$ cat src/rtl/alarm_pkg.sv
// Shared types and constants for the alarm sequencer.
//   alarm_state_t : ring/snooze FSM state, encoding visible on the state port
//   BCD_W         : width of one packed-BCD time field
//   BCD_ZERO      : minute value that marks the top of the hour
package alarm_pkg;

  typedef enum logic [1:0] {
    IDLE    = 2'd0,
    RINGING = 2'd1,
    SNOOZE  = 2'd2
  } alarm_state_t;

  localparam int BCD_W = 8;
  localparam logic [BCD_W-1:0] BCD_ZERO = 8'h00;

endpackage

$ cat src/rtl/tick_counter.sv
// Small event counter with a terminal count.
//   clk, reset : clock and synchronous active-high reset
//   clear      : return the count to zero (wins over enable)
//   enable     : count one event this cycle
//   done       : the current event is the (TERMINAL+1)-th since the last clear
module tick_counter #(
  parameter int WIDTH    = 6,
  parameter int TERMINAL = 59
) (
  input  logic clk,
  input  logic reset,
  input  logic clear,
  input  logic enable,
  output logic done
);

  localparam logic [WIDTH-1:0] TERM = WIDTH'(TERMINAL);

  logic [WIDTH-1:0] cnt_q;
  logic [WIDTH-1:0] cnt_d;

  assign done = enable && (cnt_q == TERM);

  // NOTE: cnt_d gets a default before any branch so no path leaves it unassigned (no latch).
  always_comb begin
    cnt_d = cnt_q;
    if (clear) begin
      cnt_d = '0;
    end else if (enable) begin
      cnt_d = done ? '0 : cnt_q + WIDTH'(1);
    end
  end

  // NOTE: state updates use non-blocking assignments so every flop samples pre-edge values.
  always_ff @(posedge clk) begin
    if (reset) begin
      cnt_q <= '0;
    end else begin
      cnt_q <= cnt_d;
    end
  end

endmodule

$ cat src/rtl/alarm_sequencer.sv
// Alarm ring/snooze/stop sequencer with an hourly chime.
//   clk, reset          : clock and synchronous active-high reset
//   sec_tick            : one-cycle pulse per second
//   hour, minute        : running time, packed BCD
//   arm                 : alarm enable level; low forces IDLE
//   set_en, set_hour,
//   set_minute          : load a new alarm time
//   snooze, stop        : one-cycle button pulses
//   alert               : registered buzzer drive, high while RINGING
//   chime               : registered top-of-hour chime
//   alarm_hour/minute   : stored alarm time
//   state, snooze_left  : FSM state and remaining snoozes, for display
module alarm_sequencer
  import alarm_pkg::*;
#(
  parameter int RING_SEC   = 60,
  parameter int SNOOZE_MIN = 5,
  parameter int MAX_SNOOZE = 3,
  parameter int CHIME_SEC  = 2
) (
  input  logic             clk,
  input  logic             reset,
  input  logic             sec_tick,
  input  logic [BCD_W-1:0] hour,
  input  logic [BCD_W-1:0] minute,
  input  logic             arm,
  input  logic             set_en,
  input  logic [BCD_W-1:0] set_hour,
  input  logic [BCD_W-1:0] set_minute,
  input  logic             snooze,
  input  logic             stop,
  output logic             alert,
  output logic             chime,
  output logic [BCD_W-1:0] alarm_hour,
  output logic [BCD_W-1:0] alarm_minute,
  output logic [1:0]       state,
  output logic [1:0]       snooze_left
);

  alarm_state_t     state_q, state_d;
  logic [1:0]       snooze_left_q, snooze_left_d;
  logic             alert_q, alert_d;
  logic             chime_q, chime_d;
  logic [BCD_W-1:0] alarm_hour_q, alarm_hour_d;
  logic [BCD_W-1:0] alarm_minute_q, alarm_minute_d;
  logic [BCD_W-1:0] minute_q;

  logic min_evt, match, chime_start;
  logic sec_clr, sec_en, sec_done;
  logic min_clr, min_en, min_done;
  logic chime_clr, chime_en, chime_done;

  // Matching only on a minute change keeps a stopped alarm from re-ringing
  // for the rest of the matching minute.
  assign min_evt     = (minute != minute_q);
  assign match       = min_evt && arm && (hour == alarm_hour_q) && (minute == alarm_minute_q);
  assign chime_start = min_evt && (minute == BCD_ZERO);

  assign alarm_hour_d   = set_en ? set_hour   : alarm_hour_q;
  assign alarm_minute_d = set_en ? set_minute : alarm_minute_q;

  // Counters only advance in their own state, so a tick coincident with ring
  // entry (state_q still IDLE/SNOOZE) is not counted.
  assign sec_en   = (state_q == RINGING) && sec_tick;
  assign min_en   = (state_q == SNOOZE) && min_evt;
  assign chime_en = chime_q && sec_tick;

  tick_counter #(.WIDTH(6), .TERMINAL(RING_SEC - 1)) u_sec_cnt (
    .clk(clk), .reset(reset), .clear(sec_clr), .enable(sec_en), .done(sec_done)
  );

  tick_counter #(.WIDTH(4), .TERMINAL(SNOOZE_MIN - 1)) u_min_cnt (
    .clk(clk), .reset(reset), .clear(min_clr), .enable(min_en), .done(min_done)
  );

  tick_counter #(.WIDTH(3), .TERMINAL(CHIME_SEC - 1)) u_chime_cnt (
    .clk(clk), .reset(reset), .clear(chime_clr), .enable(chime_en), .done(chime_done)
  );

  // Priority within a cycle: !arm > stop > snooze > timeout/re-ring > match.
  always_comb begin
    state_d       = state_q;
    snooze_left_d = snooze_left_q;
    sec_clr       = 1'b0;
    min_clr       = 1'b0;
    if (!arm) begin
      state_d = IDLE;
    end else begin
      case (state_q)
        IDLE: begin
          if (match) begin
            state_d       = RINGING;
            sec_clr       = 1'b1;
            snooze_left_d = 2'(MAX_SNOOZE);
          end
        end
        RINGING: begin
          if (stop) begin
            state_d = IDLE;
          end else if (snooze) begin
            if (snooze_left_q != 2'd0) begin
              state_d       = SNOOZE;
              min_clr       = 1'b1;
              snooze_left_d = snooze_left_q - 2'd1;
            end else begin
              state_d = IDLE;
            end
          end else if (sec_done) begin
            state_d = IDLE;
          end
        end
        SNOOZE: begin
          if (stop) begin
            state_d = IDLE;
          end else if (min_done) begin
            state_d = RINGING;
            sec_clr = 1'b1;
          end
        end
        default: state_d = IDLE;
      endcase
    end
  end

  // Suppression looks at the next state so a chime starting on the same
  // minute event that triggers the alarm never reaches the output.
  always_comb begin
    chime_d   = chime_q;
    chime_clr = 1'b0;
    if (state_d == RINGING) begin
      chime_d   = 1'b0;
      chime_clr = 1'b1;
    end else if (chime_start) begin
      chime_d   = 1'b1;
      chime_clr = 1'b1;
    end else if (chime_done) begin
      chime_d = 1'b0;
    end
  end

  assign alert_d = (state_d == RINGING);

  always_ff @(posedge clk) begin
    // minute_q follows minute in reset too, so no event fires right after release.
    minute_q <= minute;
    if (reset) begin
      state_q        <= IDLE;
      snooze_left_q  <= 2'd0;
      alert_q        <= 1'b0;
      chime_q        <= 1'b0;
      alarm_hour_q   <= BCD_ZERO;
      alarm_minute_q <= BCD_ZERO;
    end else begin
      state_q        <= state_d;
      snooze_left_q  <= snooze_left_d;
      alert_q        <= alert_d;
      chime_q        <= chime_d;
      alarm_hour_q   <= alarm_hour_d;
      alarm_minute_q <= alarm_minute_d;
    end
  end

  assign alert        = alert_q;
  assign chime        = chime_q;
  assign alarm_hour   = alarm_hour_q;
  assign alarm_minute = alarm_minute_q;
  assign state        = state_q;
  assign snooze_left  = snooze_left_q;

endmodule

$ cat config.mk
export PLATFORM = sky130hd
export DESIGN_NAME = alarm_sequencer
export DESIGN_NICKNAME = d
export VERILOG_FILES = /design/src/rtl/alarm_pkg.sv /design/src/rtl/tick_counter.sv /design/src/rtl/alarm_sequencer.sv
export SDC_FILE = /design/constraint.sdc
export NUM_CORES = 1
export LEC_CHECK = 0
export BUFFER_PORTS_ARGS = -buffer_cell sky130_fd_sc_hd__clkbuf_2
export CAP_MARGIN = 10
export CORE_ASPECT_RATIO = 1.5
export CORE_MARGIN = 2
export CORE_UTILIZATION = 55
export CTS_CLUSTER_DIAMETER = 200
export DETAILED_ROUTE_END_ITERATION = 8
export PLACE_DENSITY = 0.84
export SYNTH_ARGS = -nofsm -noshare
export SYNTH_HDL_FRONTEND = slang
export SYNTH_HIERARCHICAL = 1
export SYNTH_SLANG_ARGS = --single-unit
$ cat constraint.sdc
create_clock -name clk -period 5.4 [get_ports clk]
set_input_delay 1.08 -clock clk [delete_from_list [all_inputs] [get_ports clk]]
set_output_delay 1.08 -clock clk [all_outputs]
set_load 0.02 [all_outputs]
**Yosys cells after proc, flatten, opt, wreduce, memory -nomap -nowiden**

Cells that the tools add are included.

- Register bits after elaboration: 43
- Bits of input ports: 39
- Output and inout port bits: 22
- Logic and storage cells: 78

- Add/subtract/negate cells: 4
- Equality and inequality tests: 13
- Mux-type cells: 31
- Reduce and logical (&&, ||, !) cells: 20

Operators by type and width:

| kind | count |
|---|---|
| two-way mux 2 bit | 12 |
| == test 8 bit | 2 |
| two-way mux 1 bit | 13 |
| logical AND 1 bit | 10 |
| zero test 8 bit | 1 |
| inequality test 8 bit | 1 |
| OR reduction 2 bit | 4 |
| adder 6 x 1 -> 6 bit, second input constant | 1 |
| == test 6 bit, second input constant | 1 |
| two-way mux 6 bit | 1 |
| inequality test 2 bit, second input constant | 3 |
| one-hot mux 2 bit (3 select lines) | 1 |
| AND reduction 6 bit | 1 |
| nonzero test 2 bit | 3 |
| adder 4 x 1 -> 4 bit, second input constant | 1 |
| == test 2 x 1 -> 1 bit, second input constant | 2 |
| == test 4 x 3 -> 1 bit, second input constant | 1 |
| two-way mux 4 bit | 1 |
| one-hot mux 2 bit (2 select lines) | 1 |
| adder 3 x 1 -> 3 bit, second input constant | 1 |
| == test 3 x 1 -> 1 bit, second input constant | 1 |
| two-way mux 3 bit | 1 |
| == test 2 bit, second input constant | 1 |
| zero test 2 bit | 1 |
| other kinds (3) | 3 |

**Longest topological paths before layout**

Gate-level depths: netlist of the first run.

- Depth in word-level cells: 11
- Depth in mapped cells: 11
- Mapped depth without buffers: 10

**Cells and area by module**

Netlist of the first run, hierarchy kept.

Modules (own cells, without submodules):

| module | instances | cells each | area an instance (um2) | sequential area each (um2) |
|---|---|---|---|---|
| alarm_sequencer | 1 | 142 | 1375.1 | 600.6 |
| tick_counter at u_sec_cnt | 1 | 30 | 302.8 | 120.1 |
| tick_counter at u_min_cnt | 1 | 23 | 203.9 | 80.1 |
| tick_counter at u_chime_cnt | 1 | 19 | 165.2 | 60.1 |

**Worst setup path before layout of the first run**

No wires, ideal clock.

- Path type: in2reg
- Start point: in minute[7]
- End point: reg u_sec_cnt.cnt_q[0]
- Library setup time: 75 ps
- Arrival time: 2978 ps
- Data required time: 5325 ps
- Setup slack: 2347 ps
- Stages: 11
- Path buffers: 1
- Path through: xor2_1 -> nor4_2 -> a21oi_1 -> nand4b_1 -> inv_1 -> nand4b_1 -> o21ai_1 -> or2_0 -> clkbuf_1 -> or3b_1 -> o22ai_1

- Longest elaborated chain between the ends: 8
- Elaborated cells between the ends (all ways): 13
- Classes of those cells: 2 x eq/ne; 5 x mux; 6 x reduce/logical

RTL lines:

| element | line | text |
|---|---|---|
| from (decl) | alarm_sequencer.sv:25 | `input logic [BCD_W-1:0] minute,` |
| inequality test 8 bit | alarm_sequencer.sv:55 | `assign min_evt = (minute != minute_q);` |
| logical AND 1 bit | alarm_sequencer.sv:65 | `assign min_en = (state_q == SNOOZE) && min_evt;` |
| net min_en | alarm_sequencer.sv:50 | `logic min_clr, min_en, min_done;` |
| logical AND 1 bit | tick_counter.sv:22 | `assign done = enable && (cnt_q == TERM);` |
| net min_done | alarm_sequencer.sv:50 |  |
| two-way mux 1 bit | alarm_sequencer.sv:115 | `end else if (min_done) begin` |
| two-way mux 1 bit | alarm_sequencer.sv:113 | `if (stop) begin` |
| one-hot mux 1 bit (2 select lines) | alarm_sequencer.sv:89 | `case (state_q)` |
| two-way mux 1 bit | alarm_sequencer.sv:86 | `if (!arm) begin` |
| net sec_clr | alarm_sequencer.sv:49 | `logic sec_clr, sec_en, sec_done;` |
| OR reduction 2 bit (no line) | - |  |
| to (signal assigned) | tick_counter.sv:39 | `cnt_q <= cnt_d;` |
| to (decl) | tick_counter.sv:19 | `logic [WIDTH-1:0] cnt_q;` |

The timed path passes the listed nets, and every way through them passes these cells.
A chain may end at the register's enable or synchronous reset.

**Worst setup path in the final report of the first run**

- Start point: in minute[1]
- End point: reg u_sec_cnt.cnt_q[0]

Same word-level chain as after synthesis.

==> impl_metrics.py, run 1 <==
metrics = {
    "worst_setup_path": {
        "cp-end-kind": "flip-flop",
        "reg2reg_depth": 9,
        "path_class": "in -> reg",
        "cp_slowest_stage_delay_ns": 0.39,
        "r2r_slack_ns": 2.89,
        "slowest_stage": "nor4_2",
        "worstPathRequired_ns": 5.63,
        "r2r-start": "state[0]",
        "critical_path.most_common_cell": "nand4b_1",
        "arrival_ns": 3.30,
        "path_max_fanout": 7,
        "path_cells": "clkbuf_2 > xor2_1 > nor4_2 > a21oi_1 > nand4b_1 > inv_1 > nand4b_1 > o21ai_1 > or2_0 > or3b_1 > o22ai_1",
        "timing.rr.end": "u_chime_cnt/cnt_q[1]",
        "startpoint_type": "primary input",
    },
    "floorplanning": {
        "rows": 27,
        "ios": 61,
        "die_height_um": 78.72,
        "core_area_mm2": 0.003615,
        "dieArea_mm2": 0.004236,
        "fp.dieW_um": 53.81,
        "initial_core_util_pct": 56.63,
    },
    "drt": {
        "ant_nets": 0,
        "drt-wirelength-per-cell_um": 13.28,
        "vias": 1701,
        "drt_first_iter_violations": 44,
        "wl_um": 4251,
        "dr.pass1.iters": 4,
        "remaining_drc_errors": 0,
        "viasPerCell": 5.316,
    },
    "timing": {
        "hold_viol_final": 0,
        "max_freq_mhz": 325.6,
        "fin_crit_sh_pct": 56.88,
        "setup-violations-final": 0,
        "slew_viol_final": 0,
        "fin_skew_ns": 0.007273,
        "tightest_slew_ns": 0.5568,
        "setup_tns_ns": 0,
        "fin_crit_ns": 3.072,
        "relSlewSlack_pct": 62.88,
        "rsz0062_at_grt": "false",
    },
    "synth": {
        "yosysTopAreaCell": "dfxtp_1",
        "synth_warnings": 6,
        "synth_edf_count": 0,
        "synth_most_common_cell": "dfxtp_1",
        "synth.net_count": 259,
        "yosys_register_bits": 43,
        "synth_flop_cell": "dfxtp_1",
        "synth-seq-area-share_pct": 42.05,
        "yosys-top-cells-count": "dfxtp_1 (43), nor2_1 (25), mux2i_1 (19)",
        "synthArstFlopShare_pct": 0,
        "synthesis.instances": 214,
        "ys_types": 42,
        "yosys.area.top_type_share_pct": 42.05,
        "syn_avg_cell_area_um2": 9.565,
        "synth_area_mm2": 0.002047,
        "synth_area_leaders": "dfxtp_1 (42%), mux2i_1 (9.3%), xor2_1 (6.4%)",
    },
    "pwr": {
        "p_leak_nw": 1.092,
        "power_density_mw_per_mm2": 268.4,
        "peakVddDrop_mv": 0.2213,
    },
    "clocking": {
        "clock-root-buffer": "clkbuf_8",
        "cts-resized-gates": 0,
        "insertion_delay_ns": 0.30,
        "htree_levels": 2,
        "tritoncts": "built",
        "cts_max_path_buffers": 2,
        "cts_sinks": 43,
        "cts_setup_buffers": 0,
        "clkTransAtPathRegs_ns": 0.08,
        "cts_made_buffers": 5,
        "ctsHoldBuffers": 0,
    },
    "hold_path": {
        "hold_depth": 2,
        "min_from": "u_sec_cnt/cnt_q[4]",
        "whs_endpoint": "u_sec_cnt/cnt_q[4]",
        "min_path_type": "reg -> reg",
    },
    "placement": {
        "gp_congestion": 0.7118,
        "dp_hpwl_um": 3376,
        "post-place-cells": 312,
        "port_buffers": 60,
    },
    "global_route": {
        "groute.usage.overall_pct": 21.55,
        "grt_pass1_wl_um": 6713,
        "antenna_found_initial": 0,
        "grt_max_degree": 29,
        "grt_pass1_vias": 1645,
        "overflow": 0,
    },
    "layout": {
        "final_nets": 321,
        "n_antenna_cell": 0,
        "syn_to_final_growth_pct": 22.01,
        "drive_gt1_share_pct": 28.52,
        "instances_no_fill": 320,
        "fill_cells": 295,
    },
    "run_status": {
        "status": "finished, final reports clean",
    },
    "flow_run": {
        "maxCapViolCount": 0,
    },
}
-- cells by family (layout without fill, tap and decap cells) --
family / count (synthesis) / after routing / synth area share, %
simple gates: 82 / 82 / 22.80
flops: 43 / 43 / 42.05
xor+xnor: 28 / 28 / 11.98
compound gates: 22 / 22 / 7.518
mux: 19 / 19 / 9.291
buf+inv: 14 / 77 / 2.689
fa+ha+maj: 6 / 6 / 3.667
-- routing by layer --
metal	GRT usage [%]	vias to the layer above	share of wire [%]
li1	-	862	-
met1	21.15	780	39
met5	0	-	0
met3	5.827	9	5.1
met2	39.76	50	54
met4	9.231	0	2.0
-- cell usage in the layout (no fill, tap or decap), types with 3 or more instances in the layout --
cell type  instances
nand3_1            5
mux2i_1           19
clkbuf_8           6
xor2_1            15
nand3b_1           3
o21ai_0            3
ha_1               6
nand2_1           11
nor2_1            25
nand2b_1           6
nor3_1             5
nand4_1            6
clkbuf_2          60
inv_1              9
xnor2_1           13
dfxtp_1           43
a21oi_1            6
-- layout make-up --
cell class / count / area [um2] / share of cell area [%]
clock buffer: 6 / 82.58 / 3.307
clock inverter: 2 / 35.03 / 1.403
inverter: 9 / 33.78 / 1.353
multi-input combinational: 157 / 1131 / 45.29
sequential: 43 / 860.8 / 34.47
tap: 43 / 53.80 / 2.154
timing repair buffer: 60 / 300.3 / 12.02
-- registers in the layout, summed over array words and instances (netlist names) --
register,cells
alarm_hour,8
minute_q,8
u_sec_cnt/cnt_q,6
u_chime_cnt/cnt_q,3
snooze_left,2
u_min_cnt/cnt_q,4
chime,1
state,2
alarm_minute,8
alert,1
-- stage by stage --
stage / hold WS [ns] / worst slack (ns) / area (um2) / power (mW) / utilization (%)
3_3_place_gp: 0.4762 / 2.103 / 2380 / 0.4172 / 65.84
4_1_cts: 0.4795 / 2.329 / 2497 / 0.6769 / 69.09
3_5_place_dp: 0.4685 / 2.026 / 2380 / 0.4194 / 65.84
5_1_grt: 0.5155 / 2.152 / 2497 / 0.6985 / 69.09
2_1_floorplan: 0.4404 / 2.347 / 2047 / 0.3867 / -
6_report: 0.4783 / 2.328 / 2497 / 0.6703 / 69.09
-- critical path: cells and delay by family --
family                    cells  cell delay (ns)
xor gates and xnor gates      1             0.17
and+or+nand+nor               5             1.43
AOI/OAI and AO/OA             3             0.40
buffers and inverters         2             0.21
-- worst max-delay path by stage --
stage,endpoint,startpoint,cells after the start,slack (ns)
final,u_sec_cnt/cnt_q[0],minute[1],11,2.33
after global routing,u_sec_cnt/cnt_q[0],minute[7],11,2.15
after CTS,u_sec_cnt/cnt_q[0],minute[1],11,2.33
after detailed placement,u_sec_cnt/cnt_q[0],minute[1],11,2.03
after global placement,u_sec_cnt/cnt_q[0],minute[6],11,2.10
after floorplan,u_sec_cnt/cnt_q[0],minute[7],11,2.35
-- power by group --
part	total, mW	internal [mW]	switching, mW
registers	0.336	0.327	0.00862
logic	0.0754	0.0342	0.0413
clock network	0.259	0.150	0.109
total	0.670	0.511	0.159
Note: power is estimated with default switching activity, not from simulation.
==> run 2: changes to the inputs <==
--- a/config.mk
+++ b/config.mk
@@ -9,10 +9,10 @@
 export CAP_MARGIN = 10
 export CORE_ASPECT_RATIO = 1.5
 export CORE_MARGIN = 2
-export CORE_UTILIZATION = 55
+export CORE_UTILIZATION = 46
 export CTS_CLUSTER_DIAMETER = 200
 export DETAILED_ROUTE_END_ITERATION = 8
-export PLACE_DENSITY = 0.84
+export PLACE_DENSITY = 0.75
 export SYNTH_ARGS = -nofsm -noshare
 export SYNTH_HDL_FRONTEND = slang
 export SYNTH_HIERARCHICAL = 1
==> constraint.sdc (replaced) <==
create_clock -name clk -period 2.6 [get_ports clk]
set_input_delay 0.52 -clock clk [delete_from_list [all_inputs] [get_ports clk]]
set_output_delay 0.52 -clock clk [all_outputs]
set_load 0.02 [all_outputs]
==> run 2 against run 1 <==
Sequential power increased by 110%. Sequential cell count unchanged. Non-clock buffer count increased by 8. Clock-buffer cell count decreased by 1. Cell area increased by 2.1%. Critical path type unchanged.
==> impl_metrics.py, run 2 (synthesis results as in run 1) <==
metrics = {
    "worst_setup_path": {
        "path_max_fanout": 4,
        "r2r_slack_ns": 0.47,
        "r2r-start": "minute_q[6]",
        "path_class": "in -> reg",
        "timing.rr.end": "u_sec_cnt/cnt_q[0]",
        "arrival_ns": 2.37,
        "cp-end-kind": "flip-flop",
        "startpoint_type": "primary input",
        "reg2reg_depth": 10,
        "worstPathRequired_ns": 2.83,
    },
    "global_route": {
        "groute.usage.overall_pct": 19.51,
        "antenna_found_initial": 0,
        "grt_pass1_vias": 1750,
        "overflow": 0,
        "grt_max_degree": 28,
        "grt_pass1_wl_um": 7659,
    },
    "layout": {
        "syn_to_final_growth_pct": 24.57,
        "final_nets": 329,
        "final_util_pct": 60.06,
        "instances_no_fill": 330,
        "fill_cells": 373,
        "final_cell_mix": "clkbuf_2 (60), dfxtp_1 (43), nor2_1 (25), mux2i_1 (19), xor2_1 (15)",
        "drive_gt1_share_pct": 30.28,
        "n_antenna_cell": 0,
        "final_common_cell": "clkbuf_2",
        "final_area_mm2": 0.002550,
    },
    "run_status": {
        "status": "finished, final reports clean",
    },
    "placement": {
        "dp_hpwl_um": 3489,
        "dpl_cell_area_mm2": 0.002444,
        "post-place-cells": 323,
        "gp_congestion": 0.7790,
        "port_buffers": 60,
    },
    "clocking": {
        "cts_setup_buffers": 0,
        "clock-root-buffer": "clkbuf_8",
        "cts_sinks": 43,
        "ctsHoldBuffers": 0,
        "insertion_delay_ns": 0.29,
        "cts_made_buffers": 5,
        "clkTransAtPathRegs_ns": 0.08,
        "htree_levels": 2,
        "cts-resized-gates": 0,
        "tritoncts": "built",
        "cts_max_path_buffers": 2,
    },
    "hold_path": {
        "min_from": "minute[6]",
        "hold_depth": 1,
        "whs_endpoint": "minute_q[6]",
        "min_path_type": "in -> reg",
    },
    "timing": {
        "fin_crit_ns": 2.144,
        "tightest_slew_ns": 0.5218,
        "fin_skew_ns": 0.007202,
        "setup-violations-final": 0,
        "setup_tns_ns": 0,
        "slew_viol_final": 0,
        "relSlewSlack_pct": 65.22,
        "fin_crit_sh_pct": 82.47,
        "hold_viol_final": 0,
        "max_freq_mhz": 466.4,
        "holdWs_ns": 0.3903,
        "rsz0062_at_grt": "false",
    },
    "drt": {
        "vias": 1744,
        "wl_um": 4378,
        "ant_nets": 0,
        "dr.pass1.iters": 4,
        "remaining_drc_errors": 0,
        "drt-wirelength-per-cell_um": 13.27,
        "drt_first_iter_violations": 38,
        "viasPerCell": 5.285,
    },
    "pwr": {
        "peakVddDrop_mv": 0.5622,
        "p_leak_nw": 1.123,
        "power_density_mw_per_mm2": 538.0,
    },
    "floorplanning": {
        "rows": 29,
        "dieArea_mm2": 0.005010,
        "ios": 61,
        "core_area_mm2": 0.004245,
        "initial_core_util_pct": 48.22,
        "die_height_um": 85.70,
        "fp.dieW_um": 58.47,
    },
    "flow_run": {
        "maxCapViolCount": 0,
    },
}
[run 2: cell count changes in the layout (fill, tap and decap cells not counted)]
cell / before / now
buf_4: 0 / 8
clkbuf_8: 6 / 5
clkinv_2: 1 / 0
clkinvlp_4: 0 / 1
[run 2: worst max path at each step]
stage | depth (start not counted) | slack [ns] | to | from
global placement | 11 | 0.20 | u_sec_cnt/cnt_q[0] | minute[6]
finish | 11 | 0.46 | u_sec_cnt/cnt_q[0] | minute[6]
detailed placement | 11 | 0.15 | u_sec_cnt/cnt_q[0] | minute[6]
floorplan | 11 | 0.11 | u_sec_cnt/cnt_q[0] | minute[7]
CTS | 11 | 0.45 | u_sec_cnt/cnt_q[0] | minute[6]
global route | 11 | 0.27 | u_sec_cnt/cnt_q[0] | minute[1]
[run 2: report_power, final]
| group | total [mW] | switching, mW | leakage (nW) | internal [mW] |
|---|---|---|---|---|
| registers | 0.697 | 0.0174 | 0.353 | 0.680 |
| clock network | 0.513 | 0.232 | 0.0502 | 0.281 |
| logic | 0.162 | 0.0874 | 0.720 | 0.0748 |
[run 2: layer usage]
metal | up-vias | global-route usage, % | wire length [um]
li1 | 875 | - | -
met1 | 816 | 22.10 | 1783
met2 | 45 | 35.14 | 2318
met3 | 8 | 4.525 | 195
met4 | 0 | 6.131 | 81
met5 | - | 0 | 0
[run 2: final cells by class]
| type | instances | area, um2 | area share [%] |
|---|---|---|---|
| multi-input combinational | 157 | 1131 | 44.36 |
| clock inverter | 2 | 37.54 | 1.472 |
| tap | 46 | 57.56 | 2.257 |
| inverter | 9 | 33.78 | 1.325 |
| clock buffer | 5 | 68.82 | 2.699 |
| timing repair buffer | 68 | 360.3 | 14.13 |
| sequential | 43 | 860.8 | 33.76 |
[run 2: critical path, cell delays in order]
cell and delay (ns):
clkbuf_2 0.12, xor2_1 0.15, nor4_2 0.35, a21oi_1 0.14, nand4b_1 0.15, inv_1 0.09, nand4b_1 0.10, o21ai_1 0.06
or2_0 0.24, or3b_1 0.35, o22ai_1 0.12
[run 2: stage by stage]
stage          power (mW)  worst slack, ns
2_1_floorplan      0.8032           0.1073
3_3_place_gp       0.8731           0.1997
3_5_place_dp       0.8763           0.1465
4_1_cts             1.378           0.4505
5_1_grt             1.428           0.2652
6_report            1.372           0.4559
